[config.mk]
export PLATFORM = sky130hd
export DESIGN_NAME = floo_traffic_monitor_mc
export DESIGN_NICKNAME = d
export VERILOG_FILES = /design/src/rtl/floo_test_monitor_pkg.sv /design/src/rtl/floo_sat_updown_cnt.sv /design/src/rtl/floo_traffic_monitor_mc.sv
export SDC_FILE = /design/constraint.sdc
export NUM_CORES = 1
export LEC_CHECK = 0
export BUFFER_PORTS_ARGS = -buffer_cell sky130_fd_sc_hd__buf_2
export CORE_MARGIN = 10
export CORE_UTILIZATION = 35
export CTS_CLUSTER_SIZE = 40
export DETAILED_ROUTE_END_ITERATION = 8
export GPL_TIMING_DRIVEN = 0
export SLEW_MARGIN = 0
export SYNTH_ARGS = -nofsm -noshare
export SYNTH_HDL_FRONTEND = slang
export SYNTH_SLANG_ARGS = --single-unit
export TNS_END_PERCENT = 30
[constraint.sdc]
create_clock -name clk_i -period 7.3 [get_ports clk_i]
set_input_delay 0.73 -clock clk_i [delete_from_list [all_inputs] [get_ports clk_i]]
set_output_delay 0.73 -clock clk_i [all_outputs]
set_load 0.01 [all_outputs]
[src/rtl/floo_test_monitor_pkg.sv]
// Shared types and width helpers for the FlooNoC test-node traffic monitors.
package floo_test_monitor_pkg;

    typedef enum logic [1:0] {
        StIdle  = 2'd0,
        StRun   = 2'd1,
        StDrain = 2'd2,
        StDone  = 2'd3
    } monitor_state_e;

    // Bits needed to hold values 0..max_val inclusive (never less than 1).
    function automatic int cnt_w(input int max_val);
        return (max_val < 1) ? 1 : $clog2(max_val + 1);
    endfunction

endpackage

[src/rtl/floo_sat_updown_cnt.sv]
// Saturating up/down counter; a blocked step (underflow or overflow) sets a sticky error.
module floo_sat_updown_cnt
    import floo_test_monitor_pkg::*;
#(
    parameter int unsigned Max = 16,
    parameter int unsigned W   = cnt_w(Max)
) (
    input  logic         clk_i,
    input  logic         rst_ni,
    input  logic         clr_i,
    input  logic         en_i,
    input  logic         inc_i,
    input  logic         dec_i,
    output logic [W-1:0] cnt_o,
    output logic         err_o
);

    always_ff @(posedge clk_i or negedge rst_ni) begin
        if (!rst_ni) begin
            cnt_o <= '0;
            err_o <= 1'b0;
        end else if (clr_i) begin
            cnt_o <= '0;
            err_o <= 1'b0;
        end else if (en_i && (inc_i != dec_i)) begin
            if (inc_i) begin
                if (cnt_o == W'(Max)) err_o <= 1'b1;
                else                  cnt_o <= cnt_o + 1'b1;
            end else begin
                if (cnt_o == '0) err_o <= 1'b1;
                else             cnt_o <= cnt_o - 1'b1;
            end
        end
    end

endmodule

[src/rtl/floo_traffic_monitor_mc.sv]
// Multi-channel AXI traffic monitor: in-flight tracking, beat/window counters and end-of-sim control.
module floo_traffic_monitor_mc
    import floo_test_monitor_pkg::*;
#(
    parameter int unsigned NumChannels  = 2,
    parameter int unsigned MaxInFlight  = 16,
    parameter int unsigned BeatCntWidth = 32,
    parameter int unsigned WindowCycles = 1024,
    parameter int unsigned DrainCycles  = 64,
    localparam int unsigned InFlightW   = cnt_w(MaxInFlight),
    localparam int unsigned WinW        = cnt_w(WindowCycles)
) (
    input  logic                                clk_i,
    input  logic                                rst_ni,
    input  logic                                en_i,
    input  logic [NumChannels-1:0]              end_of_sim_i,
    input  logic [NumChannels-1:0]              ar_hs_i,
    input  logic [NumChannels-1:0]              aw_hs_i,
    input  logic [NumChannels-1:0]              r_hs_i,
    input  logic [NumChannels-1:0]              w_hs_i,
    input  logic [NumChannels-1:0]              r_last_hs_i,
    input  logic [NumChannels-1:0]              b_hs_i,
    output logic [NumChannels*InFlightW-1:0]    rd_inflight_o,
    output logic [NumChannels*InFlightW-1:0]    wr_inflight_o,
    output logic [NumChannels*BeatCntWidth-1:0] rd_beats_o,
    output logic [NumChannels*BeatCntWidth-1:0] wr_beats_o,
    output logic [NumChannels*WinW-1:0]         win_rd_beats_o,
    output logic [NumChannels*WinW-1:0]         win_wr_beats_o,
    output logic                                win_valid_o,
    output logic [NumChannels-1:0]              err_o,
    output logic [1:0]                          state_o,
    output logic                                done_o
);

    localparam int unsigned QuietW = cnt_w(DrainCycles);

    monitor_state_e    state_q, state_d;
    logic [QuietW-1:0] quiet_q, quiet_d;
    logic [WinW-1:0]   win_cnt_q;
    logic              win_valid_q;

    logic [NumChannels-1:0] rd_nz, wr_nz, rd_err, wr_err;
    logic active, clr, all_idle, wrap;

    // Counting only happens while enabled in RUN/DRAIN; IDLE or a dropped enable wipes state.
    assign active   = en_i && ((state_q == StRun) || (state_q == StDrain));
    assign clr      = !en_i || (state_q == StIdle);
    assign all_idle = ~|(rd_nz | wr_nz);
    assign wrap     = active && (win_cnt_q == WinW'(WindowCycles - 1));

    always_comb begin
        state_d = state_q;
        quiet_d = '0;
        case (state_q)
            StIdle:  if (en_i) state_d = StRun;
            StRun:   if (&end_of_sim_i) state_d = StDrain;
            StDrain: begin
                if (all_idle) begin
                    if (quiet_q == QuietW'(DrainCycles - 1)) state_d = StDone;
                    else                                     quiet_d = quiet_q + 1'b1;
                end
            end
            default: state_d = StDone;
        endcase
        if (!en_i) begin
            state_d = StIdle;
            quiet_d = '0;
        end
    end

    always_ff @(posedge clk_i or negedge rst_ni) begin
        if (!rst_ni) begin
            state_q <= StIdle;
            quiet_q <= '0;
        end else begin
            state_q <= state_d;
            quiet_q <= quiet_d;
        end
    end

    // Shared window cycle counter; any exit from RUN/DRAIN drops the partial window.
    always_ff @(posedge clk_i or negedge rst_ni) begin
        if (!rst_ni) begin
            win_cnt_q   <= '0;
            win_valid_q <= 1'b0;
        end else begin
            win_valid_q <= wrap;
            if (!active || wrap) win_cnt_q <= '0;
            else                 win_cnt_q <= win_cnt_q + 1'b1;
        end
    end

    for (genvar c = 0; c < NumChannels; c++) begin : g_ch
        logic [InFlightW-1:0]    rd_cnt, wr_cnt;
        logic [BeatCntWidth-1:0] rd_beats_q, wr_beats_q;
        logic [WinW-1:0]         rd_acc_q, wr_acc_q, win_rd_q, win_wr_q;
        logic                    beat_err_q;

        floo_sat_updown_cnt #(.Max(MaxInFlight), .W(InFlightW)) u_rd_cnt (
            .clk_i  (clk_i),
            .rst_ni (rst_ni),
            .clr_i  (clr),
            .en_i   (active),
            .inc_i  (ar_hs_i[c]),
            .dec_i  (r_last_hs_i[c]),
            .cnt_o  (rd_cnt),
            .err_o  (rd_err[c])
        );

        floo_sat_updown_cnt #(.Max(MaxInFlight), .W(InFlightW)) u_wr_cnt (
            .clk_i  (clk_i),
            .rst_ni (rst_ni),
            .clr_i  (clr),
            .en_i   (active),
            .inc_i  (aw_hs_i[c]),
            .dec_i  (b_hs_i[c]),
            .cnt_o  (wr_cnt),
            .err_o  (wr_err[c])
        );

        always_ff @(posedge clk_i or negedge rst_ni) begin
            if (!rst_ni) begin
                rd_beats_q <= '0;
                wr_beats_q <= '0;
                rd_acc_q   <= '0;
                wr_acc_q   <= '0;
                win_rd_q   <= '0;
                win_wr_q   <= '0;
                beat_err_q <= 1'b0;
            end else if (clr) begin
                rd_beats_q <= '0;
                wr_beats_q <= '0;
                rd_acc_q   <= '0;
                wr_acc_q   <= '0;
                win_rd_q   <= '0;
                win_wr_q   <= '0;
                beat_err_q <= 1'b0;
            end else if (active) begin
                if (r_hs_i[c] && (rd_beats_q != '1)) rd_beats_q <= rd_beats_q + 1'b1;
                if (w_hs_i[c] && (wr_beats_q != '1)) wr_beats_q <= wr_beats_q + 1'b1;
                if (r_last_hs_i[c] && !r_hs_i[c])    beat_err_q <= 1'b1;
                if (wrap) begin
                    win_rd_q <= rd_acc_q + WinW'(r_hs_i[c]);
                    win_wr_q <= wr_acc_q + WinW'(w_hs_i[c]);
                    rd_acc_q <= '0;
                    wr_acc_q <= '0;
                end else begin
                    rd_acc_q <= rd_acc_q + WinW'(r_hs_i[c]);
                    wr_acc_q <= wr_acc_q + WinW'(w_hs_i[c]);
                end
            end else begin
                rd_acc_q <= '0;
                wr_acc_q <= '0;
            end
        end

        assign rd_nz[c] = |rd_cnt;
        assign wr_nz[c] = |wr_cnt;
        assign err_o[c] = rd_err[c] | wr_err[c] | beat_err_q;

        assign rd_inflight_o[c*InFlightW +: InFlightW]     = rd_cnt;
        assign wr_inflight_o[c*InFlightW +: InFlightW]     = wr_cnt;
        assign rd_beats_o[c*BeatCntWidth +: BeatCntWidth]  = rd_beats_q;
        assign wr_beats_o[c*BeatCntWidth +: BeatCntWidth]  = wr_beats_q;
        assign win_rd_beats_o[c*WinW +: WinW]              = win_rd_q;
        assign win_wr_beats_o[c*WinW +: WinW]              = win_wr_q;
    end

    assign win_valid_o = win_valid_q;
    assign state_o     = state_q;
    assign done_o      = (state_q == StDone);

endmodule

==> results.cfg <==
[global_routing]
grt-ovfl-total = 0
track_usage_pct = 17.3
grt_pass1_wl_microns = 66500
grt_pass1_vias = 11800
antenna_found_initial = 0
grt_max_degree = 102

[finish]
layout-drive-gt1-share_pct = 17.2
fin_util_pct = 43.1
fin_nets = 1698
diodes = 0
syn_to_final_growth_pct = 21.2
fill_cells = 3685
final_common_cell = dfrtp_1
layout_common_cells = dfrtp_1, buf_2, nor2_1
final_cells = 2182

[detailed_routing]
drtIter0Drc = 691
wl_microns = 41000
drc = 0
ant_nets = 0
drtPass1Iterations = 4
num_vias = 11800
viasPerCell = 5.42
wire_per_inst_microns = 18.8

[min_path]
min_path_type = primary input to async pin

[clock_tree]
clkSinkCount = 263
clk_pin_slew_ns = 0.06
cts-resized-gates = 0
cts_tree = done
root_buffer = clkbuf_16
ctsLongestPathBuffers = 3
cts_setup_buffers = 0
cts_hold_buf = 0
htreeDepth = 1
numCtsBuffers = 31
clock_latency_ns = 0.58

[synthesis]
synth_area_leaders = dfrtp_1, a21oi_1, nor2_1
yosysTopAreaCell = dfrtp_1
netlist_instances = 1397
yosysWarnings = 0
yosysSeqAreaShare_pct = 49.0
synthAdderAreaFrac_pct = 3.49
synth_ff_type = dfrtp_1
synth.distinct_cells = 54
syn_avg_cell_area_sq_um = 9.61
synth_nets = 1449
synthXorXnorAreaFrac_pct = 6.13
synth_area_sq_um = 13400
netlist.area_leader.share_pct = 49.0
synth_edf_count = 0
synth_top_family_by_area = simple AND/OR/NAND/NOR gates
synthSimpleGateAreaFrac_pct = 22.6
ys_seq_elements = 263
synth_mux_area_share_pct = 1.71
synth_compound_area_share_pct = 14.3
ys_async_sr_fraction_pct = 100

[sta]
worst_pin_slew_ns = 1.00
hold_slack_ns = 0.106
slew_viol_final = 0
post-route-min-period_ns = 3.58
rsz0062_at_grt = false
finClkSkew_ns = 0.0191
final.setup.tns_ns = 0
slew_headroom_pct = 33.3
period_share_pct = 49.1
setup_viol = 0
hold_viol = 0
clock.fmax_mhz = 279
layout_setup_ws_ns = 3.72

[pwr]
leakage_uw = 0.00715
p_per_area_nw_per_um2 = 227
ir_worst_vdd_uv = 158

[placement]
hpwl_microns = 29900
gp_congestion = 0.848
dp_cells = 2124
portBuffers = 214
pre_cts_slack_ns = 3.55

[setup_path]
critPathMaxFanout = 10
worstSetupStartpointType = flip-flop
end_kind = flip-flop
crit_arrival_ns = 4.02
rr_worst_depth = 9
critPathKind = flip-flop to flip-flop
cp.required_ns = 7.73

[run_status]
outcome = complete, no violations

[floorplan]
die_w_microns = 216
io_pins = 215
start_util_pct = 35.6
num_rows = 71
design.core.area_sq_um = 37800
die_h_microns = 216
die-area_sq_um = 46600

[run]
maxCapViolations = 0
-- cell type report --
class	instances	area (sq um)	share of cell area (%)
plain buffers	61	234	1.44
clock buffers	43	901	5.54
clock inverters	15	166	1.02
inverters	34	128	0.784
multi-input cells	1039	6480	39.8
flip-flops and latches	263	6580	40.5
well taps	511	639	3.93
repair buffers	216	1140	6.98
-- kinds of logic after synthesis --
kind of cell             count (synthesis)
XOR/XNOR                                94
adder cells (fa/ha/maj)                 35
AO/OA/AOI/OAI                          309
flip-flops                             263
multiplexers                            23
buffers and inverters                   95
AND/OR/NAND/NOR                        578
-- state kept, by name, indices dropped and copies added (netlist names), 7 cells and up --
signal	cells
g_ch.u_wr_cnt.cnt_o	10
g_ch.win_rd_q	22
g_ch.u_rd_cnt.cnt_o	10
g_ch.rd_beats_q	64
g_ch.win_wr_q	22
g_ch.rd_acc_q	22
g_ch.wr_beats_q	64
g_ch.wr_acc_q	22
quiet_q	7
win_cnt_q	11
-- stage by stage --
stage	area, sq um	total power (uW)
floorplan	13400	1840
global placement	15100	2120
detailed placement	15200	2130
CTS	16300	3750
global route	16300	3860
finish	16300	3690
-- report_power, final --
part / internal, uW / switching [uW]
combinational: 134 / 438
clock: 965 / 645
sequential: 1480 / 29.3
-- path summary, 6_finish.rpt --
check,slack (ns),to,start
worst min-delay path,0.11,g_ch[1].u_wr_cnt.cnt_o[2],rst_ni
max in group asynchronous,6.24,g_ch[1].rd_beats_q[16],rst_ni
worst min register to register,0.46,quiet_q[0],quiet_q[0]
min in group clk_i,0.46,quiet_q[0],quiet_q[0]
worst max register to register,3.72,g_ch[1].rd_beats_q[1],state_o[1]
worst max-delay path,3.72,g_ch[1].rd_beats_q[1],state_o[1]
-- per-layer routing --
metal	global-route usage [%]	vias up	share of wire, %
li1	-	5637	-
met2	27.8	286	47
met3	3.55	54	5.9
met5	0	-	0
met4	3.68	0	1.7
met1	23.5	5842	46
-- Yosys cell counts, types with 23 or more instances --
cell,count
ha_1,31
xor2_1,54
or3_1,56
a21oi_1,116
or4_1,40
o31ai_1,32
o21ai_0,65
clkbuf_1,57
mux2i_1,23
nand4_1,55
nand2_1,97
inv_1,34
a211oi_1,26
nand3_1,60
xnor2_1,40
nor2_1,147
dfrtp_1,263
-- critical path, cell delays in order, from the launching register on --
cell and delay, ns:
dfrtp_1 0.43, inv_1 0.12, ha_1 0.43, clkbuf_1 0.58
and2_1 0.21, clkbuf_1 0.36, clkbuf_1 0.68, o311ai_0 0.34
a22oi_1 0.21, nor2_1 0.05
Note: power is estimated with default switching activity, not from simulation.
